[src/rtl/btb_pkg.sv]
// -----------------------------------------------------------------------------
// btb_pkg
// Shared definitions for the branch target buffer:
//   - 2-bit predictor encodings and the counter value used on miss/reset/flush
//   - btb_entry_t: one entry {valid, tag, target, ctr}. Tag and target fields
//     are sized to BTB_FIELD_W so the struct serves any PC_W <= 64. Narrower
//     values are zero-extended into the fields.
//   - btb_index / btb_tag: PC field extraction for a given index width.
//     Both ignore PC[1:0].
// -----------------------------------------------------------------------------
package btb_pkg;

  localparam int BTB_FIELD_W = 64;

  localparam logic [1:0] CTR_SNT   = 2'b00;
  localparam logic [1:0] CTR_WNT   = 2'b01;
  localparam logic [1:0] CTR_WT    = 2'b10;
  localparam logic [1:0] CTR_ST    = 2'b11;
  localparam logic [1:0] CTR_RESET = CTR_WNT;

  typedef struct packed {
    logic                   valid;
    logic [BTB_FIELD_W-1:0] tag;
    logic [BTB_FIELD_W-1:0] target;
    logic [1:0]             ctr;
  } btb_entry_t;

  // Index = PC[idx_w+1:2], returned right-aligned
  function automatic logic [BTB_FIELD_W-1:0] btb_index(input logic [BTB_FIELD_W-1:0] pc,
                                                       input int                     idx_w);
    return (pc >> 2) & ((64'd1 << idx_w) - 64'd1);
  endfunction

  // Tag = PC[MSB:idx_w+2], returned right-aligned
  function automatic logic [BTB_FIELD_W-1:0] btb_tag(input logic [BTB_FIELD_W-1:0] pc,
                                                     input int                     idx_w);
    return pc >> (idx_w + 2);
  endfunction

endpackage

[src/rtl/btb_storage.sv]
// -----------------------------------------------------------------------------
// btb_storage
// Entry array of the branch target buffer.
// Only the valid bits carry reset, so an async reset clears every entry at
// once. Tag, target and counter are plain storage.
//   clk, rst    : clock, async active-high reset (clears valid bits)
//   inval       : clear all valid bits at the edge; it overrides a write
//   wr_en       : write strobe
//   wr_idx      : entry written
//   wr_entry    : entry contents. The valid field is ignored because a write
//                 always sets valid.
//   rd_idx      : combinational read index
//   rd_entry    : stored entry at rd_idx, with fields zero-extended
// -----------------------------------------------------------------------------
module btb_storage
  import btb_pkg::*;
#(
  parameter int ENTRIES = 16,
  parameter int IDX_W   = 4,
  parameter int TAG_W   = 26,
  parameter int PC_W    = 32
) (
  input  logic             clk,
  input  logic             rst,
  input  logic             inval,
  input  logic             wr_en,
  input  logic [IDX_W-1:0] wr_idx,
  input  btb_entry_t       wr_entry,
  input  logic [IDX_W-1:0] rd_idx,
  output btb_entry_t       rd_entry
);

  logic [ENTRIES-1:0] valid_r;
  logic [TAG_W-1:0]   tag_r    [ENTRIES];
  logic [PC_W-1:0]    target_r [ENTRIES];
  logic [1:0]         ctr_r    [ENTRIES];
  logic               data_we_s;

  // Data is written only when the entry also becomes valid
  always_comb begin
    data_we_s = wr_en & ~inval;
  end

  // Valid bits: reset, then invalidate, then write-allocate
  always_ff @(posedge clk or posedge rst) begin
    if (rst) begin
      valid_r <= {ENTRIES{1'b0}};
    end else if (inval) begin
      valid_r <= {ENTRIES{1'b0}};
    end else if (wr_en) begin
      valid_r[wr_idx] <= 1'b1;
    end else begin
      valid_r <= valid_r;
    end
  end

  // Entry payload write port
  always_ff @(posedge clk) begin
    if (data_we_s) begin
      tag_r[wr_idx]    <= TAG_W'(wr_entry.tag);
      target_r[wr_idx] <= PC_W'(wr_entry.target);
      ctr_r[wr_idx]    <= wr_entry.ctr;
    end
  end

  // Combinational read port
  always_comb begin
    rd_entry.valid  = valid_r[rd_idx];
    rd_entry.tag    = BTB_FIELD_W'(tag_r[rd_idx]);
    rd_entry.target = BTB_FIELD_W'(target_r[rd_idx]);
    rd_entry.ctr    = ctr_r[rd_idx];
  end

endmodule

[src/rtl/branch_target_buffer.sv]
// -----------------------------------------------------------------------------
// branch_target_buffer
// Direct-mapped BTB with 2-bit predictor state, placed beside the IF stage.
// Lookup is combinational from the fetch PC. The result is also registered
// alongside IF/ID for the branch unit. The branch unit owns the counter
// arithmetic; this block only stores the value it is handed.
//
// Optional feature: `BTB_BYPASS_EN. When it is defined, a write and a lookup
// to the same index in the same cycle forward the incoming entry to the
// lookup. i_Inval suppresses this forwarding.
//
// Ports:
//   clk, rst        : clock, async active-high reset
//   i_IF_PC         : fetch PC
//   i_Stall/i_Flush : IF/ID hold / clear (flush wins)
//   i_Inval         : invalidate all entries
//   o_IF_Hit, o_IF_PredTaken, o_IF_Target : combinational prediction
//   o_PcMatchValid, o_CtrlIn, o_ID_Target : registered copy for ID
//   i_WriteEnable, i_Upd_PC, i_Upd_Target, i_CtrlOut : update from branch unit
// -----------------------------------------------------------------------------
module branch_target_buffer
  import btb_pkg::*;
#(
  parameter int ENTRIES = 16,
  parameter int PC_W    = 32
) (
  input  logic            clk,
  input  logic            rst,
  input  logic [PC_W-1:0] i_IF_PC,
  input  logic            i_Stall,
  input  logic            i_Flush,
  input  logic            i_Inval,
  output logic            o_IF_Hit,
  output logic            o_IF_PredTaken,
  output logic [PC_W-1:0] o_IF_Target,
  output logic            o_PcMatchValid,
  output logic [1:0]      o_CtrlIn,
  output logic [PC_W-1:0] o_ID_Target,
  input  logic            i_WriteEnable,
  input  logic [PC_W-1:0] i_Upd_PC,
  input  logic [PC_W-1:0] i_Upd_Target,
  input  logic [1:0]      i_CtrlOut
);

  localparam int IDX_W = $clog2(ENTRIES);
  localparam int TAG_W = PC_W - IDX_W - 2;

  logic [IDX_W-1:0] if_idx_s;
  logic [IDX_W-1:0] upd_idx_s;
  btb_entry_t       upd_entry_s;
  btb_entry_t       rd_entry_s;
  btb_entry_t       lookup_entry_s;
  logic             hit_s;
  logic [PC_W-1:0]  if_target_s;
  logic [1:0]       if_ctr_s;

  logic             pc_match_valid_r;
  logic [1:0]       ctrl_in_r;
  logic [PC_W-1:0]  id_target_r;

  // Index extraction for lookup and update, plus the incoming entry image
  always_comb begin
    if_idx_s           = IDX_W'(btb_index(BTB_FIELD_W'(i_IF_PC), IDX_W));
    upd_idx_s          = IDX_W'(btb_index(BTB_FIELD_W'(i_Upd_PC), IDX_W));
    upd_entry_s.valid  = 1'b1;
    upd_entry_s.tag    = btb_tag(BTB_FIELD_W'(i_Upd_PC), IDX_W);
    upd_entry_s.target = BTB_FIELD_W'(i_Upd_Target);
    upd_entry_s.ctr    = i_CtrlOut;
  end

  btb_storage #(
    .ENTRIES (ENTRIES),
    .IDX_W   (IDX_W),
    .TAG_W   (TAG_W),
    .PC_W    (PC_W)
  ) u_storage (
    .clk      (clk),
    .rst      (rst),
    .inval    (i_Inval),
    .wr_en    (i_WriteEnable),
    .wr_idx   (upd_idx_s),
    .wr_entry (upd_entry_s),
    .rd_idx   (if_idx_s),
    .rd_entry (rd_entry_s)
  );

`ifdef BTB_BYPASS_EN
  // Same-index write forwards the incoming entry unless an invalidate is pending
  always_comb begin
    if (i_WriteEnable && !i_Inval && (upd_idx_s == if_idx_s)) begin
      lookup_entry_s = upd_entry_s;
    end else begin
      lookup_entry_s = rd_entry_s;
    end
  end
`else
  // Lookup always sees the stored array
  always_comb begin
    lookup_entry_s = rd_entry_s;
  end
`endif

  // Tag compare and prediction; fields are compared at full width because
  // both sides are zero-extended
  always_comb begin
    hit_s = lookup_entry_s.valid &&
            (lookup_entry_s.tag == btb_tag(BTB_FIELD_W'(i_IF_PC), IDX_W));
    if (hit_s) begin
      if_target_s = PC_W'(lookup_entry_s.target);
      if_ctr_s    = lookup_entry_s.ctr;
    end else begin
      if_target_s = {PC_W{1'b0}};
      if_ctr_s    = CTR_RESET;
    end
    o_IF_Hit       = hit_s;
    o_IF_PredTaken = hit_s & if_ctr_s[1];
    o_IF_Target    = if_target_s;
  end

  // IF/ID-aligned copy of the lookup: reset > flush > stall > load
  always_ff @(posedge clk or posedge rst) begin
    if (rst) begin
      pc_match_valid_r <= 1'b0;
      ctrl_in_r        <= CTR_RESET;
      id_target_r      <= {PC_W{1'b0}};
    end else if (i_Flush) begin
      pc_match_valid_r <= 1'b0;
      ctrl_in_r        <= CTR_RESET;
      id_target_r      <= {PC_W{1'b0}};
    end else if (i_Stall) begin
      pc_match_valid_r <= pc_match_valid_r;
      ctrl_in_r        <= ctrl_in_r;
      id_target_r      <= id_target_r;
    end else begin
      pc_match_valid_r <= hit_s;
      ctrl_in_r        <= if_ctr_s;
      id_target_r      <= if_target_s;
    end
  end

  // Registered ID-side outputs
  always_comb begin
    o_PcMatchValid = pc_match_valid_r;
    o_CtrlIn       = ctrl_in_r;
    o_ID_Target    = id_target_r;
  end

endmodule

[config.mk]
export PLATFORM = sky130hd
export DESIGN_NAME = branch_target_buffer
export DESIGN_NICKNAME = d
export VERILOG_FILES = /design/src/rtl/btb_pkg.sv /design/src/rtl/btb_storage.sv /design/src/rtl/branch_target_buffer.sv
export SDC_FILE = /design/constraint.sdc
export NUM_CORES = 1
export LEC_CHECK = 0
export CELL_PAD_IN_SITES_DETAIL_PLACEMENT = 1
export CELL_PAD_IN_SITES_GLOBAL_PLACEMENT = 1
export CORE_MARGIN = 1.5
export CORE_UTILIZATION = 25
export DETAILED_ROUTE_END_ITERATION = 16
export GPL_TIMING_DRIVEN = 0
export PLACE_DENSITY = 0.43
export SETUP_SLACK_MARGIN = 0.5
export SLEW_MARGIN = 20
export SYNTH_ARGS = -nofsm -noshare
export SYNTH_HDL_FRONTEND = slang
export SYNTH_SLANG_ARGS = --single-unit
[constraint.sdc]
create_clock -name clk -period 7.3 [get_ports clk]
set_clock_uncertainty 0.05 [all_clocks]
set_input_delay 1.825 -clock clk [delete_from_list [all_inputs] [get_ports clk]]
set_output_delay 1.825 -clock clk [all_outputs]
set_load 0.05 [all_outputs]
==> flow_summary.ini <==
[status]
outcome = completed

[job]
drv_cap = 0

[synthesis]
synthArstFlopShare = 0.0504
synthCells = 1687
synth_fp_nets = 1791
synth_compound_area_frac = 0.0209
syn_area_mm2 = 0.0388
synthMuxAreaShare = 0.170
ys.flop_type = edfxtp_1
synthSimpleGateAreaFrac = 0.0151
synth_top_family_by_area = multiplexers
ys_warn_count = 0
synthXorXnorAreaFrac = 0.00722
synth.avg_cell_area_um2 = 23.0
ys_types = 45
synthAdderAreaFrac = 0
synth-seq-cells = 1011
yosysSeqAreaShare = 0.775
synth_edf_count = 960

[min_path]
holdPathStages = 1
hold_path_end = u_storage.valid_r[10]
hold_start = u_storage.valid_r[10]
hold_path_class = reg2reg

[cts]
cts_hold_buf = 0
cts-root-buf = clkbuf_16
cts_tree = yes
cts_max_level = 3
clockBufferDepth = 3
cts_buffers = 113
insertion_delay_ns = 0.72
clock-sinks = 1011
path_clk_slew_ns = 0.06

[power]
p_int_mw = 10.1
vdd_drop_max_mv = 0.166
sequentialPowerShare = 0.499
power.leakage_nw = 16.4
swShare = 0.215
p_sw_mw = 2.77
p_per_area_mw_per_mm2 = 257
p_comb_frac = 0.057
p_clk_frac = 0.443

[sta]
period_minus_slack_ns = 7.07
slew_viol_final = 0
period_share = 0.968
hold_viol_final = 0
worst_pin_slew_ns = 0.877
setup_violations = 0
fmax_mhz = 141
slew_headroom = 0.415
rsz0062_at_grt = yes
holdWs_ns = 0.426

[floorplanning]
dieArea_mm2 = 0.158
pin_count = 173
initial_core_util = 0.252
core_area_mm2 = 0.154
die_y_um = 397
die_w_um = 397
rows = 144

[critical_path]
critPathLaunchType = primary input
worst-setup-path-type = in2out
critPathCaptureType = output port
r2r_slack_ns = 3.38
reg2regPathDepth = 11
cp_max_fo = 8
worstPathArrival_ns = 5.19
required_ns = 5.43
rr_endpoint = o_ID_Target[15]
r2r_start = u_storage.tag_r[13][5]

[routing]
drtIter0Drc = 1278
drc = 0
wl_per_cell_um = 28.7
via_count = 19000
drt-vias-per-instance = 4.50
drtAntennaViolNets = 0
drt_first_pass_iters = 4
totalWireLength_um = 121000

[place]
dp_cells = 3991
dp_hpwl_um = 82600
finalWeightedCongestion = 0.700
io_buffers = 165

[global_route]
antenna_found_initial = 14
grt_overflow = 0
grt_usage = 0.155
grt_pass1_vias = 21000
grt_max_degree = 27
grt_pass1_wl_um = 169000

[cells_and_area]
drive_gt1_frac = 0.341
num-nets-final = 2195
final_cell_count_no_fill = 4231
layout_commonest_cell = edfxtp_1
final_cell_mix = edfxtp_1, mux4_2, clkdlybuf4s50_1, clkbuf_16, mux2i_1
area_delta_synth_final_pct = 29.3
## through the flow
stage | power, mW | utilization | TNS [ns] | area, um^2 | setup slack [ns]
finish | 12.9 | 0.326 | 0 | 50200 | 0.231
global route | 13.3 | 0.326 | 0 | 50200 | 0.160
CTS | 13.1 | 0.325 | 0 | 50100 | 0.207
detailed placement | 7.26 | 0.294 | -160.54 | 45300 | -4.27
global placement | 7.22 | 0.280 | -3580.79 | 43100 | -4.61
floorplan | 6.90 | - | 0 | 38900 | 0.339
## worst max-delay path by stage
stage,to,from,depth (start not counted)
floorplan,o_IF_Target[21],i_IF_PC[4],13
global route,o_IF_Target[8],i_IF_PC[4],15
finish,o_IF_Target[28],i_IF_PC[4],15
CTS,o_IF_Target[8],i_IF_PC[4],15
global placement,o_IF_Target[11],i_IF_PC[5],14
detailed placement,o_IF_Target[17],i_IF_PC[5],14
## metal layers
layer  vias to the layer above  global-route usage  wire, um
met1                     10500               0.198     51500
met3                       158              0.0289      4810
met4                        14              0.0311      2300
li1                       8000                   -         -
met2                       405               0.273     62800
met5                         -                   0        92
## critical path, cell delays in order
cell       delay [ns]
buf_12           0.08
buf_12           0.12
buf_12           0.11
mux4_2           0.49
mux4_2           0.49
xor2_1           0.16
nor2_2           0.21
o2111ai_2        0.20
or4_4            0.55
nor3_4           0.19
buf_12           0.14
buf_12           0.14
clkbuf_16        0.17
and2_4           0.14
buf_8            0.14
## sequential cells by signal, indices dropped and copies added, names as in the netlist
signal / cells
u_storage.target_r: 512
u_storage.tag_r: 416
o_ID_Target: 32
u_storage.ctr_r: 32
u_storage.valid_r: 16
o_CtrlIn: 2
o_PcMatchValid: 1
## layout make-up
cell class | instances | area, um^2
antenna | 1 | 2.50
buffer | 86 | 1010
clock buffer | 154 | 3160
clock inverter | 56 | 568
fill | 15100 | 104000
inverter | 6 | 32.5
multi-input combinational | 584 | 8600
sequential | 1011 | 30100
tap | 2044 | 2560
timing repair buffer | 289 | 4140
## cells in the mapped netlist, drive strengths merged (7+ instances only)
library cell,n,area share
clkbuf,40,0.0039
dfrtp,50,0.032
nor3,8,0.0012
o21ai,7,0.00090
o22ai,7,0.0011
xnor2,20,0.0045
a22o,34,0.0077
mux4,258,0.15
nand2,15,0.0015
mux2i,69,0.018
mux2,10,0.0029
a22oi,16,0.0031
nor2,25,0.0024
buf,46,0.0065
a21oi,10,0.0013
nor2b,7,0.0011
and2,34,0.0055
a21o,17,0.0033
xor2,12,0.0027
edfxtp,960,0.74
## cells by family (layout without fill, tap and decap cells)
logic type | Yosys count | count (layout)
buffers and inverters | 92 | 591
flip-flops | 1011 | 1011
AO/OA/AOI/OAI | 108 | 108
multiplexers | 337 | 337
XOR/XNOR | 32 | 32
AND/OR/NAND/NOR | 107 | 107
other | 0 | 1
## repair_timing
action / 4_1_cts / 5_1_grt
pin swaps: 8 / 1
resized for setup: 462 / 15
cloned: 3 / 0
setup endpoints to repair: 69 / 34
buffers inserted: 21 / 5
## power by group through the flow
stage	registers [mW]	clock network [mW]	logic (mW)
6_report	6.43	5.71	0.740
5_1_grt	6.44	6.07	0.792
4_1_cts	6.43	5.88	0.757
3_5_place_dp	6.56	0	0.706
3_3_place_gp	6.56	0	0.660
2_1_floorplan	6.55	0	0.346
Power figures use the tool's default switching activity.
